$ cat src/rtl/cam_pkg.sv
// rtl/cam_pkg.sv - shared constants and helpers for the cam_array block
//
// Purpose: address-width helper and parameter legality limits used by the
//          cam_array assertions.
// Contents: cam_clog2(n) - ceil(log2(n)), returns 0 for n <= 1
//           WIDTH_MIN, DEPTH_MIN - smallest legal entry width / depth
package cam_pkg;

   localparam int WIDTH_MIN = 1;
   localparam int DEPTH_MIN = 2;

   function automatic int cam_clog2(input int n);
      int r;
      int v;
      r = 0;
      v = n - 1;
      while (v > 0) begin
         r = r + 1;
         v = v >> 1;
      end
      return r;
   endfunction

endpackage

$ cat src/rtl/cam_prio_enc.sv
// rtl/cam_prio_enc.sv - lowest-index priority encoder for the CAM match vector
//
// Purpose: purely combinational; picks the lowest set bit of vec.
// Ports:   vec  in  DEPTH  per-entry match bits
//          addr out AW     index of lowest set bit, 0 when vec == 0
//          any  out 1      OR of vec
module cam_prio_enc
   import cam_pkg::*;
#(
   parameter int DEPTH = 8,
   localparam int AW = cam_clog2(DEPTH)
) (
   input  logic [DEPTH-1:0] vec,
   output logic [AW-1:0]    addr,
   output logic             any
);

   // Scan from the top down so the lowest set index is the last assignment.
   always_comb begin
      addr = '0;
      for (int i = DEPTH - 1; i >= 0; i--) begin
         if (vec[i]) begin
            addr = AW'(i);
         end
      end
   end

   assign any = |vec;

endmodule

$ cat src/rtl/cam_array.sv
// rtl/cam_array.sv - DEPTH x WIDTH ternary-search CAM with write/invalidate/read/search ports
//
// Purpose: flat register storage with per-entry valid bits, a 1-cycle read
//          path and a 2-stage masked search pipeline with lowest-index
//          priority encoding.
// Ports:   CLK, RST (sync, active-high)
//          WR_EN/WR_ADDR/WR_DATA        write entry, set valid
//          INV_EN/INV_ADDR              clear valid (write wins on same address)
//          RD_EN/RD_ADDR -> RD_DATA/RD_HIT/RD_VALID           1-cycle read
//          SRCH_EN/SRCH_KEY/SRCH_MASK -> MATCH_VEC/MATCH/MATCH_ADDR/MATCH_VALID
//                                                             2-cycle search
module cam_array
   import cam_pkg::*;
#(
   parameter int WIDTH = 4,
   parameter int DEPTH = 8,
   parameter int AW    = cam_clog2(DEPTH)
) (
   input  logic             CLK,
   input  logic             RST,
   input  logic             WR_EN,
   input  logic [AW-1:0]    WR_ADDR,
   input  logic [WIDTH-1:0] WR_DATA,
   input  logic             INV_EN,
   input  logic [AW-1:0]    INV_ADDR,
   input  logic             RD_EN,
   input  logic [AW-1:0]    RD_ADDR,
   output logic [WIDTH-1:0] RD_DATA,
   output logic             RD_HIT,
   output logic             RD_VALID,
   input  logic             SRCH_EN,
   input  logic [WIDTH-1:0] SRCH_KEY,
   input  logic [WIDTH-1:0] SRCH_MASK,
   output logic [DEPTH-1:0] MATCH_VEC,
   output logic             MATCH,
   output logic [AW-1:0]    MATCH_ADDR,
   output logic             MATCH_VALID
);

   localparam logic [AW:0] DEPTH_W = (AW + 1)'(DEPTH);

   logic [WIDTH-1:0] entry [DEPTH];
   logic [DEPTH-1:0] valid;

   logic             wr_ok;
   logic             inv_ok;
   logic             rd_ok;
   logic [DEPTH-1:0] cmp_vec;
   logic             s1_valid;
   logic [DEPTH-1:0] s1_vec;
   logic [AW-1:0]    enc_addr;
   logic             enc_any;

   // Addresses at or above DEPTH only exist when DEPTH is not a power of two.
   assign wr_ok  = ({1'b0, WR_ADDR}  < DEPTH_W);
   assign inv_ok = ({1'b0, INV_ADDR} < DEPTH_W);
   assign rd_ok  = ({1'b0, RD_ADDR}  < DEPTH_W);

   // Invalidate is applied before write so a same-address pair leaves the
   // entry valid.
   always_ff @(posedge CLK) begin
      if (RST) begin
         valid <= '0;
      end else begin
         if (INV_EN && inv_ok) begin
            valid[INV_ADDR] <= 1'b0;
         end
         if (WR_EN && wr_ok) begin
            valid[WR_ADDR] <= 1'b1;
         end
      end
   end

   // Entry data is deliberately not reset; the valid bits gate its use.
   always_ff @(posedge CLK) begin
      if (!RST && WR_EN && wr_ok) begin
         entry[WR_ADDR] <= WR_DATA;
      end
   end

   always_ff @(posedge CLK) begin
      if (RST) begin
         RD_DATA  <= '0;
         RD_HIT   <= 1'b0;
         RD_VALID <= 1'b0;
      end else begin
         RD_VALID <= RD_EN;
         if (RD_EN) begin
            if (rd_ok) begin
               RD_DATA <= entry[RD_ADDR];
               RD_HIT  <= valid[RD_ADDR];
            end else begin
               RD_DATA <= '0;
               RD_HIT  <= 1'b0;
            end
         end
      end
   end

   always_comb begin
      cmp_vec = '0;
      for (int i = 0; i < DEPTH; i++) begin
         cmp_vec[i] = valid[i] && (((entry[i] ^ SRCH_KEY) & SRCH_MASK) == '0);
      end
   end

   // Stage 1 holds its match vector while idle so the match lines stay quiet.
   always_ff @(posedge CLK) begin
      if (RST) begin
         s1_valid <= 1'b0;
         s1_vec   <= '0;
      end else begin
         s1_valid <= SRCH_EN;
         if (SRCH_EN) begin
            s1_vec <= cmp_vec;
         end
      end
   end

   cam_prio_enc #(
      .DEPTH (DEPTH)
   ) u_prio_enc (
      .vec  (s1_vec),
      .addr (enc_addr),
      .any  (enc_any)
   );

   always_ff @(posedge CLK) begin
      if (RST) begin
         MATCH_VEC   <= '0;
         MATCH       <= 1'b0;
         MATCH_ADDR  <= '0;
         MATCH_VALID <= 1'b0;
      end else begin
         MATCH_VALID <= s1_valid;
         if (s1_valid) begin
            MATCH_VEC  <= s1_vec;
            MATCH      <= enc_any;
            MATCH_ADDR <= enc_addr;
         end
      end
   end

   a_width_legal: assert property (@(posedge CLK) WIDTH >= WIDTH_MIN);
   a_depth_legal: assert property (@(posedge CLK) DEPTH >= DEPTH_MIN);

endmodule

$ cat config.mk
export PLATFORM = sky130hd
export DESIGN_NAME = cam_array
export DESIGN_NICKNAME = d
export VERILOG_FILES = /design/src/rtl/cam_pkg.sv /design/src/rtl/cam_prio_enc.sv /design/src/rtl/cam_array.sv
export SDC_FILE = /design/constraint.sdc
export NUM_CORES = 1
export LEC_CHECK = 0
export CORE_MARGIN = 2
export CORE_UTILIZATION = 40
export DETAILED_ROUTE_END_ITERATION = 6
export GPL_TIMING_DRIVEN = 0
export SYNTH_ARGS = -nofsm -noshare
export SYNTH_HDL_FRONTEND = slang
export SYNTH_SLANG_ARGS = --single-unit
$ cat constraint.sdc
create_clock -name CLK -period 3.99 [get_ports CLK]
set_input_delay 0.9975 -clock CLK [delete_from_list [all_inputs] [get_ports CLK]]
set_output_delay 0.9975 -clock CLK [all_outputs]
set_load 0.05 [all_outputs]
**Yosys cells after proc, flatten, opt, wreduce, memory -nomap -nowiden**

Memory sizes are Yosys's and may differ from the RTL's. A register that Yosys moved wholly into a read port is not among the register bits.
Index checks and enable logic that the tools add are counted.

- Reduce and logical (&&, ||, !) cells: 21
- $lt $le $gt $ge: 5
- Bitwise gates (word level): 19
- Muxes and demuxes: 19

Operators with widths:

| cell | count |
|---|---|
| bitwise AND 4 bit | 8 |
| logical NOT 4 bit | 8 |
| XOR 4 bit | 8 |
| two-way mux 3 bit | 8 |
| two-way mux 8 bit | 3 |
| less-than comparator 3 x 4 -> 1 bit (second input constant) | 3 |
| logical AND 1 bit | 11 |
| bitwise AND 8 bit | 1 |
| NOT 8 bit | 1 |
| bitwise OR 8 bit | 1 |
| OR reduction 8 bit | 1 |
| demux 1 bit (select 3 bit) | 2 |
| >= comparator 3 x 1 -> 1 bit (second input constant) | 2 |
| two-way mux 1 bit | 5 |
| binary-select mux 1 bit (select 3 bit) | 1 |
| logical NOT 1 bit | 1 |

- Flip-flop bits (word level): 32
- Bits in writable memories: 32
- Word-level logic and storage cells: 74
- Input port bits: 27
- Output and inout port bits: 19
- Memories: 1

Memory list:

| name | depth | bits a word | read ports | clocked after Yosys merged registers in | write ports | RTL line | RTL |
|---|---|---|---|---|---|---|---|
| entry | 8 | 4 | 9 | 1 | 1 | cam_array.sv:42 | `logic [WIDTH-1:0] entry [DEPTH];` |

**Depth between registers and ports, before layout**

Gate-level depths: netlist of run 1.

- Depth after elaboration: 10
- Depth in mapped cells: 6
- Mapped depth without buffers: 4

**Modules after synthesis**

Synthesis of run 1 repeated with hierarchy kept, for this count alone.

- Cell total of the unflattened synthesis: 274
- Area, all modules: 3124.2 um^2

By module, submodules not included:

| module | instances | area an instance (um^2) | cells an instance |
|---|---|---|---|
| cam_array | 1 | 3042.9 | 261 |
| cam_prio_enc | 1 | 81.3 | 13 |

**Worst setup path before layout of run 1**

Ideal clock, no wire load.

- Path type: input to register
- Start point: input port RST
- End point: memory entry[0][0], enable pin
- Setup slack: 1.967 ns
- Library setup time: 0.368 ns
- Required time: 3.622 ns
- Stages on the path: 3
- Arrival: 1.654 ns
- Path buffers: 0
- Path through: clkinv_1 -> nand3b_1 -> nor3_1

- Cells in the longest elaborated chain, start to end: 4

Ends and longest elaborated chain:

| what | RTL line | RTL |
|---|---|---|
| start, declared | cam_array.sv:20 | `input logic RST,` |
| logical NOT 1 bit | cam_array.sv:76 | `if (!RST && WR_EN && wr_ok) begin` |
| logical AND 1 bit | cam_array.sv:76 |  |
| two-way mux 1 bit | cam_array.sv:76 |  |
| two-way mux 1 bit (implied by the code) | cam_array.sv:77 | `entry[WR_ADDR] <= WR_DATA;` |
| end, declared | cam_array.sv:42 |  |

No other way between the ends.

**Worst setup path in the final report of run 1**

- Start point: input port RST
- End point: memory entry[0][2], enable pin

Same word-level chain as after synthesis.

==> results.py, run 1 <==
metrics = {
    "layout": {
        "design_area_um2": 3780,
        "nets": 350,
        "diodes": 0,
        "final_cell_mix": "clkdlybuf4s50_1, dfxtp_1, xor2_1, edfxtp_1, nand2_1",
        "layout_commonest_cell": "clkdlybuf4s50_1",
        "area_growth_pct": 21.7,
        "drive_above_1_share_pct": 11.6,
        "fin_cells": 430,
        "fillers": 688,
    },
    "synthesis": {
        "synthXorXnorAreaFrac_pct": 9.02,
        "synth_compound_area_share_pct": 10.7,
        "synthMuxAreaShare_pct": 9.42,
        "synthTopCellsByArea": "edfxtp_1, dfxtp_1, xor2_1",
        "ys_types": 36,
        "synth.net_count": 302,
        "synth_fa_ha_area_share_pct": 0,
        "synth_largest_area_cell": "edfxtp_1",
        "synth_top_area_share_pct": 30.9,
        "syn_area_per_cell_um2": 11.3,
        "syn-cell-area_um2": 3110,
        "synth_simple_gate_area_share_pct": 13.6,
        "syn_inst": 275,
        "synth_top_family_by_area": "simple AND/OR/NAND/NOR gates",
        "yosysSeqAreaShare_pct": 54.1,
        "yosys_warnings": 0,
        "synth-seq-cells": 68,
    },
    "floorplanning": {
        "die_h_um": 92.1,
        "die_w_um": 92.1,
        "row_count": 32,
        "pin_count": 46,
        "coreArea_um2": 7610,
        "dieArea_um2": 8490,
        "initial_core_util_pct": 40.9,
    },
    "placement": {
        "postPlaceCellArea_um2": 3610,
        "place.gp.congestion": 0.968,
        "place_ws_ns": 1.02,
        "dp_hpwl_mm": 5.26,
        "dpl.cell_count": 414,
        "place.port_buffers": 37,
    },
    "worst_setup_path": {
        "worstSetupEndpointType": "flop",
        "cp_max_fo": 10,
        "crit_type": "input port to flop",
        "worstPathArrival_ns": 2.55,
        "crit_path_start_kind": "input port",
        "required_ns": 3.95,
    },
    "clock_network": {
        "cts_max_path_buffers": 2,
        "path_clk_slew_ns": 0.07,
        "cts_resized": 0,
        "post-cts-setup-buffers": 0,
        "clkLatencyLatePin_ns": 0.34,
        "clockRootBuffer": "clkbuf_8",
        "holdBufCountCts": 0,
        "htree_levels": 3,
        "cts_tree": "yes",
        "cts_buffers": 9,
        "cts.sink_count": 68,
    },
    "power": {
        "p_leak_nw": 1.38,
        "peakVddDrop_uv": 225,
        "p_per_area_nw_per_um2": 376,
        "finalPower_mw": 1.42,
    },
    "drt": {
        "avgRoutedWirePerCell_um": 15.9,
        "drt_wl_total_mm": 6.84,
        "first_pass_iters": 4,
        "ant_nets": 0,
        "viasPerCell": 5.09,
        "drc": 0,
        "drt-initial-drc-count": 194,
        "via_count": 2188,
    },
    "run": {
        "drv_cap": 0,
    },
    "sta": {
        "finalHoldViolations": 0,
        "slew_headroom_pct": 46.9,
        "period_share_pct": 65.0,
        "tightest_slew_ns": 0.790,
        "fmax_ghz": 0.386,
        "clock_skew_ns": 0.0109,
        "layout_min_cycle_time_ns": 2.59,
        "setup_slack_ns": 1.40,
        "rsz0062_at_grt": "false",
        "maxSlewViolCount": 0,
        "finalSetupViolations": 0,
        "tns_ns": 0,
    },
    "grt": {
        "globalRouteOverflowTotal": 0,
        "grt_pass1_vias": 2159,
        "grt_max_degree": 13,
        "track_usage_pct": 17.3,
        "grt_pass1_wl_mm": 11.0,
        "antenna_found_initial": 0,
    },
    "outcome": {
        "outcome": "finished clean",
    },
    "min_path": {
        "hold_class": "flop to flop",
    },
}
-- Yosys cell counts, drive strengths merged --
master and n:
dfxtp 36, edfxtp 32, xor2 32, nand2 27
nor2 25, mux2i 18, nand2b 11, mux2 10
nand4 10, buf 9, a222oi 8, clkbuf 7
a211oi 6, a31o 5, nor2b 4, o311ai 4
a21oi 3, a221o 3, nand3b 3, nor3 3
o21ai 3, o22ai 3, a22oi 2, inv 2
nor4 2, o221ai 2, a31oi 1, clkinv 1
nand3 1, nand4b 1, or3 1
-- final timing paths --
path | startpoint | to | slack, ns | cells after the start
max | RST | entry[0][2] | 1.40 | 4
min | s1_vec[2] | s1_vec[2] | 0.47 | 2
max reg2reg | entry[7][0] | s1_vec[7] | 2.59 | 4
min reg2reg | s1_vec[2] | s1_vec[2] | 0.47 | 2
-- stage by stage --
stage,util [%],hold slack [ns]
finish,49.7,0.474
global route,49.7,0.498
CTS,49.7,0.479
detailed placement,47.4,0.469
global placement,47.4,0.461
floorplan,-,0.440
-- kinds of logic (layout without fill, tap and decap cells) --
logic type	after synthesis	count (layout)
compound gates	40	40
xor+xnor	32	32
buf+inv	19	72
flops	68	68
mux	28	28
simple gates	88	88
-- metal layers --
metal	wire length (um)	GRT usage, %
met3	218	4.27
met5	0	0
met1	3110	21.7
met4	197	9.70
met2	3310	27.1
-- state kept, by name, indices dropped and copies added, names as in the netlist --
signal and count:
entry 32, MATCH_VEC 8, s1_vec 8, valid 8, RD_DATA 4, MATCH_ADDR 3
MATCH 1, MATCH_VALID 1, RD_HIT 1, RD_VALID 1, s1_valid 1
-- critical path, stage by stage --
cell and delay [ns]:
clkdlybuf4s50_1 0.46, clkinv_1 0.20, nand3b_1 0.22, nor3_1 0.66
-- cell type report --
| cell class | instances | area [um^2] | area share (%) |
|---|---|---|---|
| clock inverter | 6 | 38.8 | 1.03 |
| sequential | 68 | 1680 | 44.5 |
| timing repair buffer | 37 | 370 | 9.79 |
| inverter | 3 | 11.3 | 0.298 |
| tap | 102 | 128 | 3.37 |
| multi-input combinational | 188 | 1330 | 35.1 |
| buffer | 16 | 88.8 | 2.35 |
| clock buffer | 10 | 138 | 3.64 |
-- power breakdown --
group | switching (mW) | total, mW | leakage (nW) | internal [mW]
Clock | 0.256 | 0.498 | 0.0963 | 0.241
Combinational | 0.0964 | 0.167 | 0.704 | 0.0711
Sequential | 0.0110 | 0.757 | 0.582 | 0.746
Total | 0.363 | 1.42 | 1.38 | 1.06
(Power assumes the default switching activity.)
==> run 2: changes to the inputs <==
clock period = 2.55 ns   (was 3.99 ns; I/O delays follow)
==> results of run 2 <==
The final DEF is identical to that of run 1. Status: finished clean.
Among the figures that moved: setup slack after placement 1.02 ns -> -0.0550 ns; setup slack after layout 1.40 ns -> 0.318 ns; register-to-register setup slack 2.59 ns -> 1.15 ns; total power 1.42 mW -> 2.23 mW; worst IR drop on VDD 225 uV -> 352 uV
==> run 3: changes to the inputs <==
CORE_UTILIZATION = 25   (was 40)
CTS_BUF_LIST = sky130_fd_sc_hd__clkbuf_2   (was not set)
==> run 3 against run 2 <==
  * Fmax fell by 5.3%
  * First-iteration DRC count rose by 32%
  * Count of clock-buffer cells in the layout fell by 1
  * Clock skew rose by 0.032 ns
  * Setup slack got worse by 0.12 ns
  * Total power rose by 2.3%
  * Sequential power barely moved
  * Wire length rose by 11%
  * Final area rose by 1.8%
  * Clock power rose by 5.7%
  * Utilization fell by 18 points
  * Critical path type is now flop to output port
  * Critical endpoint is now MATCH_ADDR[0]
  * Largest cell class unchanged
  * Largest power group unchanged
==> results.py, run 3 (synthesis results as in run 1) <==
metrics = {
    "outcome": {
        "outcome": "finished clean",
    },
    "worst_setup_path": {
        "cp_max_fo": 2,
        "critPathBufInv": 1,
        "crit_chain": "clkdlybuf4s50_1",
        "worstSetupEndpointType": "output port",
        "crit_type": "flop to output port",
        "required_ns": 1.91,
        "max_stage_delay_ns": 0.81,
        "path_delay_family": "buffers and inverters",
        "cp_slowest_cell": "clkdlybuf4s50_1",
        "worstPathArrival_ns": 1.72,
        "crit_path_start_kind": "flop",
    },
    "floorplanning": {
        "initial_core_util_pct": 25.8,
        "coreArea_um2": 12100,
        "pin_count": 46,
        "dieArea_um2": 13300,
        "die_h_um": 116,
        "row_count": 40,
        "die_w_um": 116,
    },
    "grt": {
        "globalRouteOverflowTotal": 0,
        "grt_pass1_vias": 2194,
        "antenna_found_initial": 0,
        "track_usage_pct": 11.8,
        "grt_pass1_wl_mm": 11.7,
        "grt_max_degree": 13,
    },
    "run": {
        "drv_cap": 0,
    },
    "drt": {
        "drt_wl_total_mm": 7.62,
        "drt-initial-drc-count": 257,
        "ant_nets": 0,
        "drc": 0,
        "avgRoutedWirePerCell_um": 15.4,
        "via_count": 2210,
        "first_pass_iters": 7,
        "viasPerCell": 4.46,
    },
    "power": {
        "peakVddDrop_uv": 197,
        "p_per_area_nw_per_um2": 591,
        "p_leak_nw": 1.38,
    },
    "layout": {
        "area_growth_pct": 23.8,
        "final_util_pct": 31.9,
        "fin_cells": 496,
        "nets": 350,
        "diodes": 0,
        "drive_above_1_share_pct": 11.3,
        "regMostFlops": "entry",
        "layout_commonest_cell": "clkdlybuf4s50_1",
        "largest_register_ffs": 32,
        "final_cell_mix": "clkdlybuf4s50_1, dfxtp_1, xor2_1, edfxtp_1, nand2_1",
    },
    "sta": {
        "finalHoldViolations": 0,
        "slew_headroom_pct": 27.9,
        "rsz0062_at_grt": "false",
        "fmax_ghz": 0.424,
        "tightest_slew_ns": 1.07,
        "finalSetupViolations": 0,
        "clock_skew_ns": 0.0428,
        "maxSlewViolCount": 0,
        "period_share_pct": 92.4,
        "layout_min_cycle_time_ns": 2.36,
        "tns_ns": 0,
    },
    "clock_network": {
        "post-cts-setup-buffers": 0,
        "cts.sink_count": 68,
        "cts_max_path_buffers": 2,
        "clkLatencyLatePin_ns": 0.52,
        "htree_levels": 3,
        "path_clk_slew_ns": 0.22,
        "cts_resized": 0,
        "clockRootBuffer": "clkbuf_2",
        "cts_tree": "yes",
        "cts_buffers": 9,
        "holdBufCountCts": 0,
    },
    "placement": {
        "place.port_buffers": 37,
        "dpl.cell_count": 480,
        "dp_hpwl_mm": 5.73,
        "place.gp.congestion": 0.761,
    },
    "min_path": {
        "hold_class": "flop to flop",
    },
}
==> run 3: path summary, 6_finish.rpt <==
kind | endpoint | depth (start not counted) | slack [ns] | from
worst max-delay path | MATCH_ADDR[0] | 1 | 0.19 | MATCH_ADDR[0]
worst min-delay path | MATCH_ADDR[1] | 2 | 0.49 | MATCH_ADDR[1]
worst max register to register | s1_vec[6] | 4 | 1.10 | entry[6][0]
worst min register to register | MATCH_ADDR[1] | 2 | 0.49 | MATCH_ADDR[1]
==> run 3: layer usage <==
metal	GRT usage, %	vias to the layer above	part of all wire (%)	routed length (um)
met5	0	-	0	0
met4	4.18	0	1.8	139
met2	19.4	69	48	3630
li1	-	1113	-	-
met1	14.4	1015	44	3350
met3	4.03	13	6.5	495
==> run 3: cell type report <==
class | instances | area (um^2)
clock inverter | 7 | 115
buffer | 16 | 88.8
timing repair buffer | 37 | 370
inverter | 3 | 11.3
fill | 1257 | 8210
tap | 168 | 210
multi-input combinational | 188 | 1330
clock buffer | 9 | 45.0
sequential | 68 | 1680
==> run 3: stage by stage <==
| step | power [mW] | instance area [um^2] | hold WS (ns) | worst slack, ns |
|---|---|---|---|---|
| floorplan | 1.37 | 3110 | 0.440 | 0.887 |
| detailed placement | 1.48 | 3690 | 0.469 | -0.154 |
| global placement | 1.47 | 3690 | 0.462 | -0.134 |
| CTS | 2.29 | 3850 | 0.490 | 0.161 |
| finish | 2.28 | 3850 | 0.486 | 0.194 |
| global route | 2.36 | 3850 | 0.496 | 0.103 |
==> run 3: tightest hold or removal path: cells and delay by family (launching register included) <==
kind,cells,cell delay (ns)
flops,1,0.35
simple gates,1,0.06
compound gates,1,0.06
==> run 3: where the power goes <==
group	internal, mW	leakage [nW]	switching (mW)
clock network	0.419	0.0895	0.403
registers	1.17	0.582	0.0164
logic	0.111	0.704	0.158
==> edit 1 (flow settings as in run 3) <==
Register the input `SRCH_KEY` before use, with the module's reset. The logic sees it one clock later. The other inputs are not delayed to match.
--- a/src/rtl/cam_array.sv
+++ b/src/rtl/cam_array.sv
@@ -40,2 +40,12 @@
    localparam logic [AW:0] DEPTH_W = (AW + 1)'(DEPTH);
+
+   logic [WIDTH-1:0] SRCH_KEY_q;
+
+   always_ff @(posedge CLK) begin
+      if (RST) begin
+         SRCH_KEY_q <= '0;
+      end else begin
+         SRCH_KEY_q <= SRCH_KEY;
+      end
+   end
 
@@ -102,3 +112,3 @@
       for (int i = 0; i < DEPTH; i++) begin
-         cmp_vec[i] = valid[i] && (((entry[i] ^ SRCH_KEY) & SRCH_MASK) == '0);
+         cmp_vec[i] = valid[i] && (((entry[i] ^ SRCH_KEY_q) & SRCH_MASK) == '0);
       end
Behaviour: not the same (Yosys sat finds a counterexample within 4 cycles, from zero or initial values and one cycle with RST high).
==> edit 1 against run 3 <==
  * Sequential cell count rose by 4
  * First-iteration DRC count fell by 41%
  * Cell count grew 3.0%
  * Design area increased by 2.6%
  * Area after synthesis is 3.7% higher
  * Wire length down 1.9%
  * Setup slack worse by 0.0055 ns
  * Global-route usage shrank 0.64 points
  * Clock power decreased by 26%
  * Total power is 6.0% lower
  * Critical path depth stayed put
  * Sequential power grew 5%
  * Sequential share of layout area increased by 0.93 points
  * Critical endpoint is now RD_HIT
  * Largest cell class unchanged
  * Highest routed layer unchanged
==> edit 1: results (changes against run 3) <==
status: "completed"
yosys-top-cells-area: "edfxtp_1 (30%), dfxtp_1 (25%), xor2_1 (8.7%)"
clock_power_share_pct: 28.5  # -7.6 points
routed_wl_um: 7470  # -1.9%
worst_clock_skew_ns: 0.0366  # -0.00617 ns
gp_congestion: 0.816  # +7.3%
drive_above_1_share_pct: 12.1  # +0.81 points
synth-async-reset-ratio_pct: 0  # unchanged
postCtsSetupRepairBufs: 0  # unchanged
largest_reg_flops: 32  # unchanged
drt_pass1_iterations: 4  # -3
drt-vias-per-instance: 4.50  # +1.1%
numPortBuffers: 40  # +8.1%
leakagePower_nw: 1.44  # +5.0%
hold_path_class: "in -> reg"
placed_area_um2: 3840  # +4.0%
slew_headroom_pct: 50.9  # +23 points
synth_nets: 310  # +2.6%
yosys.cell_types.count: 37  # +2.8%
power.net_switching_w: 0.000563  # -2.6%
clk_latency_ns: 0.51
seq_area_frac_synth_pct: 54.7  # +0.57 points
p_comb_share_pct: 12.9  # +1.1 points
antenna_found_initial: 0  # unchanged
p_per_area_nw_per_um2: 542  # -8.3%
vdd_drop_max_mv: 0.158  # -20%
fillers: 1311  # +4.3%
first_iter_violations: 151  # -41%
hpwl_um: 5930  # +3.4%
yosys-top-cells-count: "dfxtp_1 (40), edfxtp_1 (32), xor2_1 (32), nand2_1 (27), nor2_1 (25)"
fin_nets: 361  # +3.1%
final_cell_area_um2: 3950  # +2.6%
track_usage_pct: 11.1  # -0.64 points
grt_pass1_wl_um: 11900  # +1.6%
## edit 1: metal layers
metal / up-vias / track usage [%] / wire length (µm)
met3: 19 / 2.62 / 321
met5: - / 0 / 0
met1: 1070 / 13.5 / 3450
met2: 75 / 18.2 / 3460
li1: 1138 / - / -
met4: 0 / 6.33 / 243
## edit 1: logic make-up after synthesis
family          after synthesis  synth area share (%)
flops                        72                  54.7
xor+xnor                     32                  8.70
compound gates               40                  10.4
mux                          28                  9.09
simple gates                 92                  14.0
buf+inv                      19                  3.15
## edit 1: stage by stage
| stage | hold WS, ns | instances | worst slack, ns |
|---|---|---|---|
| floorplan | 0.438 | 283 | 0.730 |
| CTS | 0.370 | 511 | 0.128 |
| finish | 0.415 | 511 | 0.188 |
| detailed placement | 0.479 | 495 | 0.274 |
| global route | 0.380 | 511 | 0.121 |
| global placement | 0.470 | 495 | 0.266 |
## edit 1: final timing paths
| kind | start | end | slack (ns) | cells past startpoint |
|---|---|---|---|---|
| setup / recovery | RD_HIT$_SDFFE_PP0P_ | RD_HIT | 0.19 | 1 |
| hold / removal | RST | MATCH_VALID$_SDFF_PP0_ | 0.41 | 2 |
| setup reg to reg | SRCH_KEY_q[0]$_SDFF_PP0_ | s1_vec[7]$_SDFFE_PP0P_ | 0.91 | 5 |
| hold reg to reg | MATCH_ADDR[2]$_SDFFE_PP0P_ | MATCH_ADDR[2]$_SDFFE_PP0P_ | 0.49 | 2 |
## edit 1: layout make-up
cell class | count | area share [%]
Inverter | 3 | 0.285
Sequential cell | 72 | 44.6
Tap cell | 172 | 5.45
Buffer | 16 | 2.28
Clock inverter | 6 | 1.52
Timing Repair Buffer | 40 | 10.1
Clock buffer | 10 | 1.27
Multi-Input combinational cell | 192 | 34.4
==> edit 2 (config.mk and constraints of run 3) <==
Without the edit above. `DEPTH` is set to 8 in 2 places; all go to 16.
--- a/src/rtl/cam_prio_enc.sv
+++ b/src/rtl/cam_prio_enc.sv
@@ -9,3 +9,3 @@
 #(
-   parameter int DEPTH = 8,
+   parameter int DEPTH = 16,
    localparam int AW = cam_clog2(DEPTH)
--- a/src/rtl/cam_array.sv
+++ b/src/rtl/cam_array.sv
@@ -15,3 +15,3 @@
    parameter int WIDTH = 4,
-   parameter int DEPTH = 8,
+   parameter int DEPTH = 16,
    parameter int AW    = cam_clog2(DEPTH)
Interface: changed (5 resized); port bits go from 46 to 58. The function was not compared with the original's and may differ.
==> edit 2 against run 3 <==
  * Design area increased by 81%
  * Area after synthesis increased by 89%
  * Total power increased by 65%
  * Setup slack got worse by 0.073 ns
  * Wire length increased by 110%
  * Register-to-register slack got worse by 0.06 ns
  * Non-clock buffer count increased by 25
  * Sequential cell count increased by 57
==> edit 2: results (changes against run 3) <==
yosys-top-cells-count: "nand2_1 (66), edfxtp_1 (64), xor2_1 (64), dfxtp_1 (61), mux2i_1 (46)"
wl_per_cell_um: 17.0  # +10%
hpwl_um: 11900  # +110%
seq_area_frac_synth_pct: 53.6  # -0.47 points
worst_pin_slew_ns: 0.958  # -0.116 ns
largest_reg_flops: 64  # +100%
yosys.cell_types.count: 45  # +25%
dp.cells: 892  # +86%
cp_slowest_stage_delay_ns: 0.79  # -0.02 ns
fin_nets: 622  # +78%
grt_max_degree: 17  # +4
drive_above_1_share_pct: 11.7  # +0.46 points
critPathMaxFanout: 1  # -1
synth_edf_count: 64  # +100%
numPortBuffers: 45  # +22%
gp_congestion: 0.789  # +3.7%
fillers: 2458  # +96%
synth_nets: 558  # +85%
grt_pass1_vias: 4039  # +84%
clk_latency_ns: 0.69  # +0.17 ns
worst_clock_skew_ns: 0.0318  # -0.0110 ns
crit_start: "MATCH_VALID$_SDFF_PP0_"
cts_buffers: 17  # +8
leakagePower_nw: 2.87  # +110%
drt-vias-per-instance: 4.56  # +2.3%
first_iter_violations: 425  # +65%
layout-area-overhead-vs-synth_pct: 18.6
routed_wl_um: 15700  # +110%
timing.rr.end: "s1_vec[2]$_SDFFE_PP0P_"
hold_path_class: "in -> reg"
grt-ovfl-total: 0  # unchanged
path_clk_slew_ns: 0.18  # -0.04 ns
drt_pass1_iterations: 5  # -2
grt_pass1_wl_um: 24200  # +110%
r2r_start: "entry[2][0]$_DFFE_PP_"
track_usage_pct: 13.2  # +1.4 points
intPower_w: 0.00275  # +62%
status: "completed"
cp.arrival_ns: 1.79  # +0.07 ns
antenna_found_initial: 3  # +3
vdd_drop_max_mv: 0.185  # -5.9%
yosys-top-cells-area: "edfxtp_1 (33%), dfxtp_1 (21%), xor2_1 (9.6%)"
ff2ff_setup_slack_ns: 1.04  # -0.06 ns
cts_max_level: 4  # +1
setup.worst_path.end: "MATCH_VALID"
syn_inst: 528  # +92%
## edit 2: changes by cell type after synthesis, sizes merged, moves of 12 or more
| cell | change |
|---|---|
| mux2i | +28 |
| xor2 | +32 |
| nor2 | +20 |
| edfxtp | +32 |
| buf | +12 |
| dfxtp | +25 |
| nand2 | +39 |
## edit 2: cells by family after synthesis
| family | after synthesis | synth area share [%] |
|---|---|---|
| and+or+nand+nor | 175 | 13.9 |
| DFF | 125 | 53.6 |
| AOI/OAI and AO/OA | 73 | 9.87 |
| xor gates and xnor gates | 64 | 9.57 |
| muxes | 51 | 9.78 |
| buffers and inverters | 40 | 3.20 |
## edit 2: how the worst min path moves through the flow
stage,startpoint,endpoint,slack [ns],depth (start not counted)
after floorplan,valid[2]$_SDFF_PP0_,s1_vec[2]$_SDFFE_PP0P_,0.44,2
after CTS,RST,RD_VALID$_SDFF_PP0_,0.30,2
after global routing,RST,RD_VALID$_SDFF_PP0_,0.31,2
final,RST,RD_VALID$_SDFF_PP0_,0.34,2
after global placement,MATCH_ADDR[2]$_SDFFE_PP0P_,MATCH_ADDR[2]$_SDFFE_PP0P_,0.45,2
after detailed placement,MATCH_ADDR[2]$_SDFFE_PP0P_,MATCH_ADDR[2]$_SDFFE_PP0P_,0.47,2
## edit 2: power by group through the flow
stage / Combinational [W] / Sequential, W / Clock [W]
CTS: 0.000413 / 0.00216 / 0.00120
floorplan: 0.000232 / 0.00223 / 0
detailed placement: 0.000416 / 0.00220 / 0
global placement: 0.000415 / 0.00220 / 0
global route: 0.000445 / 0.00217 / 0.00132
finish: 0.000411 / 0.00216 / 0.00118
## edit 2: routing by layer
metal / vias to the layer above / GRT usage, % / wire, µm
met2: 130 / 19.5 / 6750
li1: 2062 / - / -
met4: 2 / 3.55 / 217
met5: - / 0 / 11
met3: 19 / 3.61 / 982
met1: 2005 / 18.9 / 7720
## edit 2: what timing repair did
item	in CTS	in global routing
setup endpoints to repair	10	17
buffers inserted	0	0
cloned	0	0
resized for setup	10	17
## edit 2: cell type report
class	count	share of cell area, %
tap	319	5.74
antenna	1	0.0360
multi-input combinational	363	36.4
inverter	7	0.378
clock inverter	10	1.44
clock buffer	22	1.58
buffer	33	2.32
sequential	125	45.2
timing repair buffer	45	6.91
## edit 2: stage by stage
step                      power [W]  worst slack [ns]  hold slack [ns]  TNS [ns]  cell area (µm²)
after detailed placement    0.00262            -0.145            0.467    -0.636             6710
after global placement      0.00262           -0.0859            0.453    -0.342             6710
after CTS                   0.00378           0.00213            0.302         0             6910
after floorplan             0.00247             0.645            0.439         0             5860
after global routing        0.00393            0.0161            0.309         0             6950
final                       0.00375             0.121            0.344         0             6950
